File: src/rtl/kmer_hasher.sv
// Streams 2-bit bases into forward/reverse-complement k-mer windows and emits a hashed signature per complete k-mer.
// Latency 2 cycles from accepted base to valid_out; no backpressure, one k-mer per cycle.
module kmer_hasher #(
    parameter int          K               = 16,
    parameter int          SIGNATURE_WIDTH = 32,
    parameter int          INDEX_WIDTH     = 10,
    parameter int          CANONICAL       = 1,
    parameter logic [31:0] SEED            = 32'h9E3779B9,
    parameter logic [31:0] MULT            = 32'h85EBCA6B
) (
    input  logic                       clk,
    input  logic                       rst,
    input  logic                       valid_in,
    input  logic [1:0]                 base_in,
    input  logic                       start_in,
    output logic                       valid_out,
    output logic [SIGNATURE_WIDTH-1:0] signature_out,
    output logic [INDEX_WIDTH-1:0]     index_out
);

    localparam int KW = 2 * K;
    localparam int SW = SIGNATURE_WIDTH;
    localparam int FW = $clog2(K + 1);
    localparam logic [FW-1:0] K_FILL = FW'(K);

    logic [KW-1:0]          fwd, rc;
    logic [KW-1:0]          fwd_base, rc_base, fwd_nxt, rc_nxt, kmer_nxt;
    logic [FW-1:0]          fill, fill_base, fill_nxt;
    logic [INDEX_WIDTH-1:0] pos, pos_base;
    logic                   kmer_done;

    logic                   s0_vld;
    logic [KW-1:0]          s0_kmer;
    logic [INDEX_WIDTH-1:0] s0_idx;
    logic                   s1_vld;
    logic [SW-1:0]          h1;
    logic [INDEX_WIDTH-1:0] s1_idx;

    // A start base behaves as if the windows were empty before it is shifted in.
    always_comb begin
        fwd_base  = start_in ? '0 : fwd;
        rc_base   = start_in ? '0 : rc;
        fill_base = start_in ? '0 : fill;
        pos_base  = start_in ? '0 : pos;
        fwd_nxt   = {fwd_base[KW-3:0], base_in};
        rc_nxt    = {~base_in, rc_base[KW-1:2]};
        fill_nxt  = (fill_base == K_FILL) ? K_FILL : fill_base + FW'(1);
        kmer_done = valid_in && (fill_nxt == K_FILL);
        kmer_nxt  = fwd_nxt;
        if (CANONICAL != 0 && rc_nxt < fwd_nxt) begin
            kmer_nxt = rc_nxt;
        end
    end

    always_ff @(posedge clk or posedge rst) begin
        if (rst) begin
            fwd  <= '0;
            rc   <= '0;
            fill <= '0;
            pos  <= '0;
        end else if (valid_in) begin
            fwd  <= fwd_nxt;
            rc   <= rc_nxt;
            fill <= fill_nxt;
            pos  <= kmer_done ? pos_base + INDEX_WIDTH'(1) : pos_base;
        end
    end

    always_ff @(posedge clk or posedge rst) begin
        if (rst) begin
            s0_vld  <= 1'b0;
            s0_kmer <= '0;
            s0_idx  <= '0;
        end else begin
            s0_vld <= kmer_done;
            if (kmer_done) begin
                s0_kmer <= kmer_nxt;
                s0_idx  <= pos_base;
            end
        end
    end

    always_ff @(posedge clk or posedge rst) begin
        if (rst) begin
            s1_vld <= 1'b0;
            h1     <= '0;
            s1_idx <= '0;
        end else begin
            s1_vld <= s0_vld;
            if (s0_vld) begin
                h1     <= (SW'(s0_kmer) ^ SW'(SEED)) * SW'(MULT);
                s1_idx <= s0_idx;
            end
        end
    end

    // Outputs hold their last value between k-mers.
    always_ff @(posedge clk or posedge rst) begin
        if (rst) begin
            valid_out     <= 1'b0;
            signature_out <= '0;
            index_out     <= '0;
        end else begin
            valid_out <= s1_vld;
            if (s1_vld) begin
                signature_out <= h1 ^ (h1 >> (SW / 2));
                index_out     <= s1_idx;
            end
        end
    end

endmodule

File: config.mk
export PLATFORM = sky130hd
export DESIGN_NAME = kmer_hasher
export DESIGN_NICKNAME = d
export VERILOG_FILES = /design/src/rtl/kmer_hasher.sv
export SDC_FILE = /design/constraint.sdc
export NUM_CORES = 1
export LEC_CHECK = 0
export CORE_MARGIN = 1.5
export CORE_UTILIZATION = 25
export DETAILED_ROUTE_END_ITERATION = 7
export GPL_TIMING_DRIVEN = 0
export SLEW_MARGIN = 40
export SYNTH_ARGS = -nofsm -noshare
export SYNTH_HDL_FRONTEND = slang
export SYNTH_SLANG_ARGS = --single-unit
File: constraint.sdc
create_clock -name clk -period 13.5 [get_ports clk]
set_clock_uncertainty 0.05 [all_clocks]
set_input_delay 2.025 -clock clk [delete_from_list [all_inputs] [get_ports clk]]
set_output_delay 2.025 -clock clk [all_outputs]
set_load 0.1 [all_outputs]
==> impl_metrics.json, run 1 <==
{
  "ios": 49,
  "drive_gt1_frac": 0.115,
  "end_kind": "register",
  "antenna_found_initial": 0,
  "hold_end": "s1_vld",
  "worstPathCellList": "inv_1, fa_1, inv_1, fa_1, fa_1, inv_1, fa_1, inv_1, fa_1, fa_1, fa_1, inv_1, fa_1, inv_1, ha_1, a21oi_1, nor2b_1, nor2_1, nand2_1, a211oi_2, o31ai_1, xor2_1, mux2_2",
  "max_freq_mhz": 139,
  "grt_pass1_wl_microns": 75800,
  "cp_slowest_cell": "dfrtp_1",
  "initial_core_util": 0.254,
  "cpPeakStageDelay_ps": 680,
  "synthCells": 1688,
  "synth.largest_area_cell": "dfrtp_1",
  "worst_skew_pair.late_latency_ps": 550,
  "fin_setup_tns_ps": 0,
  "wire_per_inst_microns": 17.2,
  "overflow": 0,
  "rr_worst_depth": 23,
  "grt_usage": 0.130,
  "die_h_microns": 273,
  "drv_slew": 0,
  "grt_max_degree": 80,
  "routed_via_density": 4.49,
  "start_kind": "register",
  "synth.area.top_cells": "dfrtp_1 28%, fa_1 23%, ha_1 15%",
  "min_period_ps": 7210,
  "clock-sinks": 204,
  "ant_nets": 0,
  "synthArstFlopShare": 1.00,
  "first_pass_iters": 5,
  "arrival_ps": 7570,
  "min-delay-start": "s0_vld",
  "syn_area_per_cell_sq_um": 10.8,
  "portBuffers": 48,
  "tightest_slew_ps": 776,
  "vias": 12255,
  "crit_required_ps": 13860,
  "yosysUniqueCellTypes": 58,
  "synth_fp_nets": 2119,
  "numCtsBuffers": 23,
  "rows": 98,
  "cts_tree": "yes",
  "max-slew-margin-rel": 0.482,
  "htree_num_levels": 1,
  "fp.dieArea_sq_mm": 0.0747,
  "syn-cell-area_sq_mm": 0.0183,
  "yosys.area.top_type_share": 0.280,
  "drv_cap": 0,
  "rsz0062_at_grt": "false",
  "grt_pass1_vias": 13457,
  "drt_iter0_markers": 558,
  "hold_buffers": 0,
  "cts_setup_buffers": 0,
  "hold_viol": 0,
  "drc_errors": 0,
  "r2r_start": "s0_kmer[9]",
  "cp_common_cell": "fa_1",
  "layout.nets": 2194,
  "wl_microns": 46900,
  "setup_viol": 0,
  "ys_ff_latch": 204,
  "gp_congestion": 0.923,
  "ys.flop_type": "dfrtp_1",
  "diodes": 0,
  "clk_pin_slew_ps": 70,
  "die_w_microns": 273,
  "cts_resized": 0,
  "clock_path_buffers": 3,
  "r2r_setup_slack_ps": 6290,
  "cts_root_buffer": "clkbuf_16",
  "hold_path_class": "reg -> reg",
  "hpwlAfterDp_microns": 39500,
  "area_growth_pct": 12.6,
  "nFillCells": 7501,
  "crit_fanout": 8,
  "yosysSeqAreaShare": 0.280,
  "synth.yosys.warnings": 0,
  "core_sq_mm": 0.0719,
  "whs_path_depth": 0,
  "r2r_end": "h1[30]",
  "path_class": "reg -> reg",
  "fin_crit_sh": 0.534,
  "synth_edf_count": 0,
  "status": "finished, final reports clean"
}
[cells in the final DEF, fill, tap and decap left out, types with 15 or more instances in the layout]
master / n
inv_1: 334
nand4_1: 24
dfrtp_1: 204
nand2_1: 95
mux2_2: 89
nor2_1: 45
buf_2: 53
xnor2_1: 63
clkbuf_1: 27
a21o_1: 15
a211o_1: 18
fa_1: 213
ha_1: 212
o221ai_1: 15
xor2_1: 15
mux2i_1: 29
o311ai_1: 15
nand2b_1: 34
nor2b_1: 36
clkbuf_16: 23
a21oi_1: 56
nand3_1: 16
[cell usage after synthesis (all sizes together), types with 8 or more instances]
library cell and n:
o311ai 17, nor3 14, xor2 15, dfrtp 204, o21ai 28, buf 24
a211o 18, mux2 89, o21a 8, clkbuf 27, a21oi 56, nand2 97
xnor2 63, o221ai 15, nand2b 34, a211oi 8, nor2 45, nand3 16
a21o 16, nand4 24, nor2b 36, mux2i 29, inv 335, ha 212
fa 213
[cell type report]
cell class | instances | area, sq um | share of cell area
Buffer | 51 | 208 | 0.0101
Timing Repair Buffer | 50 | 320 | 0.0156
Multi-Input combinational cell | 1097 | 11700 | 0.568
Inverter | 336 | 1270 | 0.0617
Sequential cell | 204 | 5100 | 0.248
Clock inverter | 17 | 186 | 0.00906
Tap cell | 950 | 1190 | 0.0578
Clock buffer | 25 | 603 | 0.0293
[how the worst max path moves through the flow]
stage	start	endpoint	slack, ps	depth (start not counted)
global placement	rst	signature_out[23]	3330	2
floorplan	rst	fill[0]	5860	1
global route	s0_kmer[9]	h1[30]	6030	23
CTS	s0_kmer[9]	h1[30]	6280	23
finish	s0_kmer[9]	h1[30]	6290	23
detailed placement	s0_kmer[9]	h1[30]	6390	23
[state kept, by name, indices dropped and copies added (netlist names)]
name           cells
s0_vld             1
valid_out          1
fill               5
pos               10
s0_idx            10
s1_idx            10
s0_kmer           32
h1                32
s1_vld             1
index_out         10
signature_out     32
rc                30
fwd               30
[critical path, delay by kind of cell (launching register included)]
| kind | cells | cell delay, ps |
|---|---|---|
| adders and majority gates | 9 | 4450 |
| xor gates and xnor gates | 1 | 160 |
| muxes | 1 | 270 |
| DFF | 1 | 680 |
| buffers and inverters | 6 | 460 |
| and+or+nand+nor | 3 | 390 |
| AOI/OAI and AO/OA | 3 | 610 |
[kinds of logic after synthesis]
kind of cell / Yosys count / synth area share
and+or+nand+nor: 281 / 0.0771
buffers and inverters: 387 / 0.0804
AOI/OAI and AO/OA: 195 / 0.0760
muxes: 118 / 0.0708
DFF: 204 / 0.280
adders and majority gates: 425 / 0.379
xor gates and xnor gates: 78 / 0.0374
[per-layer routing]
metal | global-route usage | part of all wire
met5 | 0 | 0
met4 | 0.0288 | 0.023
met2 | 0.216 | 0.47
met3 | 0.0182 | 0.041
met1 | 0.178 | 0.46
[through the flow]
stage / area [sq um] / hold WS (ps) / worst slack [ps] / utilization / std cells
2_1_floorplan: 18300 / 302 / 5860 / - / 1688
6_report: 20600 / 364 / 6290 / 0.286 / 2730
3_3_place_gp: 19900 / 372 / 3330 / 0.277 / 2686
5_1_grt: 20600 / 378 / 6030 / 0.286 / 2730
4_1_cts: 20600 / 366 / 6280 / 0.286 / 2730
3_5_place_dp: 19800 / 358 / 6390 / 0.275 / 2688
Power of run 1 is not shown: default switching activity piles up to over one toggle a cycle in this logic, so the estimate is an artifact.
==> run 2, diff against run 1 <==
clock period = 6.65 ns   (was 13.5 ns; I/O delays follow)
==> run 2 against run 1 <==
Net effect: cell area grew 3.5%; fmax grew 9.9%; sequential share of layout area shrank 0.75 points; hold slack gained 7.1 ps; flip-flop and latch count is the same; via count grew 2.1%; worst setup slack lost 6200 ps; largest cell class unchanged; highest routed layer is now met5.
==> impl_metrics.json, run 2 (synthesis gave the netlist of run 1 again) <==
{
  "max-slew-margin-rel": 0.488,
  "gp_congestion": 0.923,
  "grt_usage": 0.131,
  "path_class": "reg -> reg",
  "diodes": 0,
  "grt_max_degree": 80,
  "drt_iter0_markers": 591,
  "ios": 49,
  "end_kind": "register",
  "tightest_slew_ps": 768,
  "hold_buffers": 0,
  "htree_num_levels": 1,
  "setup_viol": 0,
  "seqCellArea_sq_mm": 0.00512,
  "worst-path-buf-inv": 5,
  "nFillCells": 7430,
  "multiInputGateArea_sq_mm": 0.0119,
  "rows": 98,
  "fp.dieArea_sq_mm": 0.0747,
  "overflow": 0,
  "met1_length_microns": 22200,
  "first_pass_iters": 6,
  "clock_path_buffers": 3,
  "start_kind": "register",
  "wl_met3_microns": 2140,
  "drive_gt1_frac": 0.174,
  "fin_crit_sh": 0.987,
  "cp_common_cell": "fa_1",
  "rsz0062_at_grt": "true",
  "final_cell_mix": "321 x inv_1, 209 x fa_1, 202 x ha_1",
  "wire_per_inst_microns": 17.2,
  "final_cells": 2788,
  "hold_viol": 0,
  "die_h_microns": 273,
  "area_growth_pct": 16.6,
  "cp_slowest_cell": "fa_1",
  "min_period_ps": 6560,
  "cts_root_buffer": "clkbuf_16",
  "hold_path_class": "reg -> reg",
  "reg_top3": "h1: 32 flops, s0_kmer: 32 flops, signature_out: 32 flops",
  "worstPathCellList": "clkinvlp_4, buf_4, fa_1, fa_1, fa_1, inv_1, fa_1, fa_1, fa_1, fa_1, fa_1, inv_1, ha_1, inv_1, o21bai_1, a21oi_1, o21ai_2, xnor2_1, mux2_2",
  "status": "finished, final reports clean",
  "drc_errors": 0,
  "arrival_ps": 6940,
  "crit_required_ps": 7030,
  "worst_skew_pair.late_latency_ps": 560,
  "drv_cap": 0,
  "max_freq_mhz": 152,
  "hpwlAfterDp_microns": 39500,
  "wl_microns": 48000,
  "numCtsBuffers": 23,
  "core_sq_mm": 0.0719,
  "initial_core_util": 0.254,
  "antenna_found_initial": 1,
  "layout.nets": 2252,
  "dp_cells": 2688,
  "portBuffers": 48,
  "cpPeakStageDelay_ps": 610,
  "clk_pin_slew_ps": 70,
  "cts_tree": "yes",
  "crit_fanout": 4,
  "final_common_cell": "inv_1",
  "clock-sinks": 204,
  "grt_pass1_vias": 13631,
  "routed.top_layer": "met5",
  "drv_slew": 0,
  "cp_top_family": "adder cells",
  "vias": 12509,
  "wl_met2_microns": 22500,
  "ant_nets": 0,
  "routed_via_density": 4.49,
  "die_w_microns": 273,
  "grt_pass1_wl_microns": 76700
}
==> run 2: changes by cell type in the layout (fill, tap and decap cells not counted), sizes merged <==
cell / delta
clkinvlp: +11
buf: +58
inv: -11
==> run 2: routing by layer <==
metal  GRT usage  vias up
met5           0        -
met4      0.0300        2
met3      0.0186       71
met2       0.217      261
met1       0.182     6409
li1            -     5766
==> run 2: through the flow <==
| step | setup TNS, ps | hold slack, ps | cell area, sq um | setup slack, ps | util |
|---|---|---|---|---|---|
| detailed placement | -1950 | 358 | 19800 | -464 | 0.275 |
| global route | -212 | 378 | 21300 | -76.1 | 0.296 |
| CTS | 0 | 366 | 20900 | 3.38 | 0.291 |
| floorplan | 0 | 302 | 18300 | 35.1 | - |
| finish | 0 | 371 | 21300 | 87.5 | 0.296 |
| global placement | -500710 | 372 | 19900 | -2500 | 0.277 |
==> run 2: path summary, 6_finish.rpt <==
path                             start                 to  slack, ps  cells after the start
max                        s0_kmer[13]             h1[31]         90                     19
min                             s0_vld             s1_vld        370                      0
max reg2reg                s0_kmer[13]             h1[31]         90                     19
min reg2reg                     s0_vld             s1_vld        370                      0
max in group asynchronous          rst  signature_out[23]       4560                      4
min in group asynchronous          rst             rc[27]        880                      2
==> run 2: layout make-up <==
type / count / share of cell area
Tap cell: 950 / 0.0558
Sequential cell: 204 / 0.241
Clock buffer: 25 / 0.0283
Multi-Input combinational cell: 1097 / 0.558
Clock inverter: 17 / 0.00876
Inverter: 336 / 0.0615
Buffer: 51 / 0.00975
Timing Repair Buffer: 108 / 0.0374
==> run 2: what timing repair did <==
item / CTS / global route
endpoints found under the hold margin: 0 / 0
pin swaps: 12 / 26
gates resized for setup: 32 / 40
setup buffers: 33 / 25
endpoints found under the setup margin: 8 / 11
Power of run 2 is left out for the same reason.
==> run 3, diff against run 2 <==
DONT_BUFFER_PORTS = 1   (was not set)
SKIP_LAST_GASP = 1   (was not set)
==> run 3 against run 2 <==
Net effect: flip-flop and latch count is the same; first-iteration DRC count grew 13%; cell area shrank 2.0%; critical path depth grew 4; global-route usage shrank 0.36 points; highest routed layer is now met4; die area is the same; worst setup slack gained 69 ps; non-clock buffer count shrank 55; final cell count shrank 2.0%; largest cell class unchanged; hold slack lost 64 ps; via count shrank 1.9%; routed wire length shrank 1.9%.
==> impl_metrics.json, run 3 (synthesis gave the netlist of run 1 again) <==
{
  "design_area_sq_mm": 0.0209,
  "antenna_found_initial": 0,
  "fin_crit_sh": 0.976,
  "drive_gt1_frac": 0.162,
  "htree_num_levels": 1,
  "r2r_start": "s0_kmer[14]",
  "area_growth_pct": 14.3,
  "grt_usage": 0.128,
  "core_sq_mm": 0.0719,
  "layout.nets": 2197,
  "crit_required_ps": 7010,
  "end_kind": "register",
  "crit_fanout": 6,
  "cts_tree": "yes",
  "numCtsBuffers": 23,
  "status": "finished, final reports clean",
  "portBuffers": 0,
  "arrival_ps": 6850,
  "grt_max_degree": 81,
  "drt_iter0_markers": 666,
  "drc_errors": 0,
  "hpwlAfterDp_microns": 38600,
  "diodes": 0,
  "tightest_slew_ps": 896,
  "max-slew-margin-rel": 0.403,
  "first_pass_iters": 5,
  "start_kind": "register",
  "fp.dieArea_sq_mm": 0.0747,
  "gp_congestion": 0.893,
  "clk_pin_slew_ps": 60,
  "cts_root_buffer": "clkbuf_16",
  "max_freq_mhz": 154,
  "hold_viol": 0,
  "dpl_cell_area_sq_mm": 0.0195,
  "final_cell_mix": "323 x inv_1, 208 x fa_1, 204 x ha_1",
  "overflow": 0,
  "hold_path_class": "in -> async",
  "reg_top3": "h1: 32 flops, s0_kmer: 32 flops, signature_out: 32 flops",
  "routed_via_density": 4.50,
  "drv_cap": 0,
  "vias": 12276,
  "ios": 49,
  "worst_skew_pair.late_latency_ps": 540,
  "rr_worst_depth": 23,
  "critPathLaunch": "s0_kmer[14]",
  "die_w_microns": 273,
  "ant_nets": 0,
  "clock_path_buffers": 3,
  "rows": 98,
  "grt_pass1_vias": 13379,
  "final_common_cell": "inv_1",
  "grt_pass1_wl_microns": 75000,
  "min_period_ps": 6490,
  "path_class": "reg -> reg",
  "wire_per_inst_microns": 17.2,
  "die_h_microns": 273,
  "initial_core_util": 0.254,
  "rsz0062_at_grt": "true",
  "nFillCells": 7415,
  "hold_buffers": 0,
  "setup_viol": 0,
  "clock-sinks": 204,
  "wl_microns": 47100,
  "drv_slew": 0
}
-- run 3: cell types whose count changed in the layout (fill, tap and decap cells not counted), moves of 4 or more --
cell / delta
buf_2: -43
clkinvlp_4: -4
clkdlybuf4s50_1: -5
dfrtp_1: -35
clkinv_2: -6
dfrtp_2: +35
buf_4: -6
clkbuf_1: +9
-- run 3: routing by layer --
layer	routed length, microns	GRT usage
met5	0	0
met1	21400	0.172
met2	22600	0.218
met3	2200	0.0193
met4	907	0.0241
-- run 3: final cells by class --
| cell class | instances | area (sq um) | share of cell area |
|---|---|---|---|
| Clock buffer | 33 | 643 | 0.0308 |
| Timing Repair Buffer | 53 | 460 | 0.0221 |
| Multi-Input combinational cell | 1097 | 11800 | 0.567 |
| Clock inverter | 7 | 60.1 | 0.00288 |
| Tap cell | 950 | 1190 | 0.0569 |
| Buffer | 51 | 208 | 0.00995 |
| Inverter | 336 | 1300 | 0.0624 |
| Sequential cell | 204 | 5170 | 0.248 |
-- run 3: worst max-delay path, cell delays in order (launching register included) --
cell	delay, ps
dfrtp_2	420
clkinvlp_4	200
buf_4	200
ha_1	300
ha_1	330
fa_1	510
inv_1	50
fa_1	470
inv_1	50
fa_1	480
fa_1	440
inv_1	80
fa_1	430
fa_1	500
inv_1	40
ha_1	220
a2111oi_2	360
o21ai_1	150
o21ai_2	110
o21ai_2	120
a211oi_4	310
o31ai_2	130
xor2_1	150
mux2_2	270
-- run 3: metrics by stage --
step	TNS [ps]	hold slack, ps	cells	util	setup slack [ps]
floorplan	0	302	1688	-	35.1
global placement	-403750	380	2638	0.271	-2020
detailed placement	-1880	369	2640	0.272	-444
CTS	0	315	2705	0.286	12.6
global route	-84.1	341	2731	0.290	-39.3
finish	0	308	2731	0.290	157
-- run 3: path summary, 6_finish.rpt --
path	end	slack, ps
worst min register to register	s1_vld	380
worst min-delay path	rc[14]	310
min in group clk	s1_vld	380
worst max register to register	h1[30]	160
max in group asynchronous	signature_out[5]	5070
worst max-delay path	h1[30]	160
-- run 3: timing repair --
| item | CTS | global route |
|---|---|---|
| cloned | 0 | 0 |
| endpoints found under the hold margin | 0 | 0 |
| resized for setup | 25 | 33 |
| setup endpoints to repair | 7 | 7 |
| pin swaps | 7 | 31 |
| buffers inserted | 25 | 23 |
Power of run 3 is left out for the same reason.
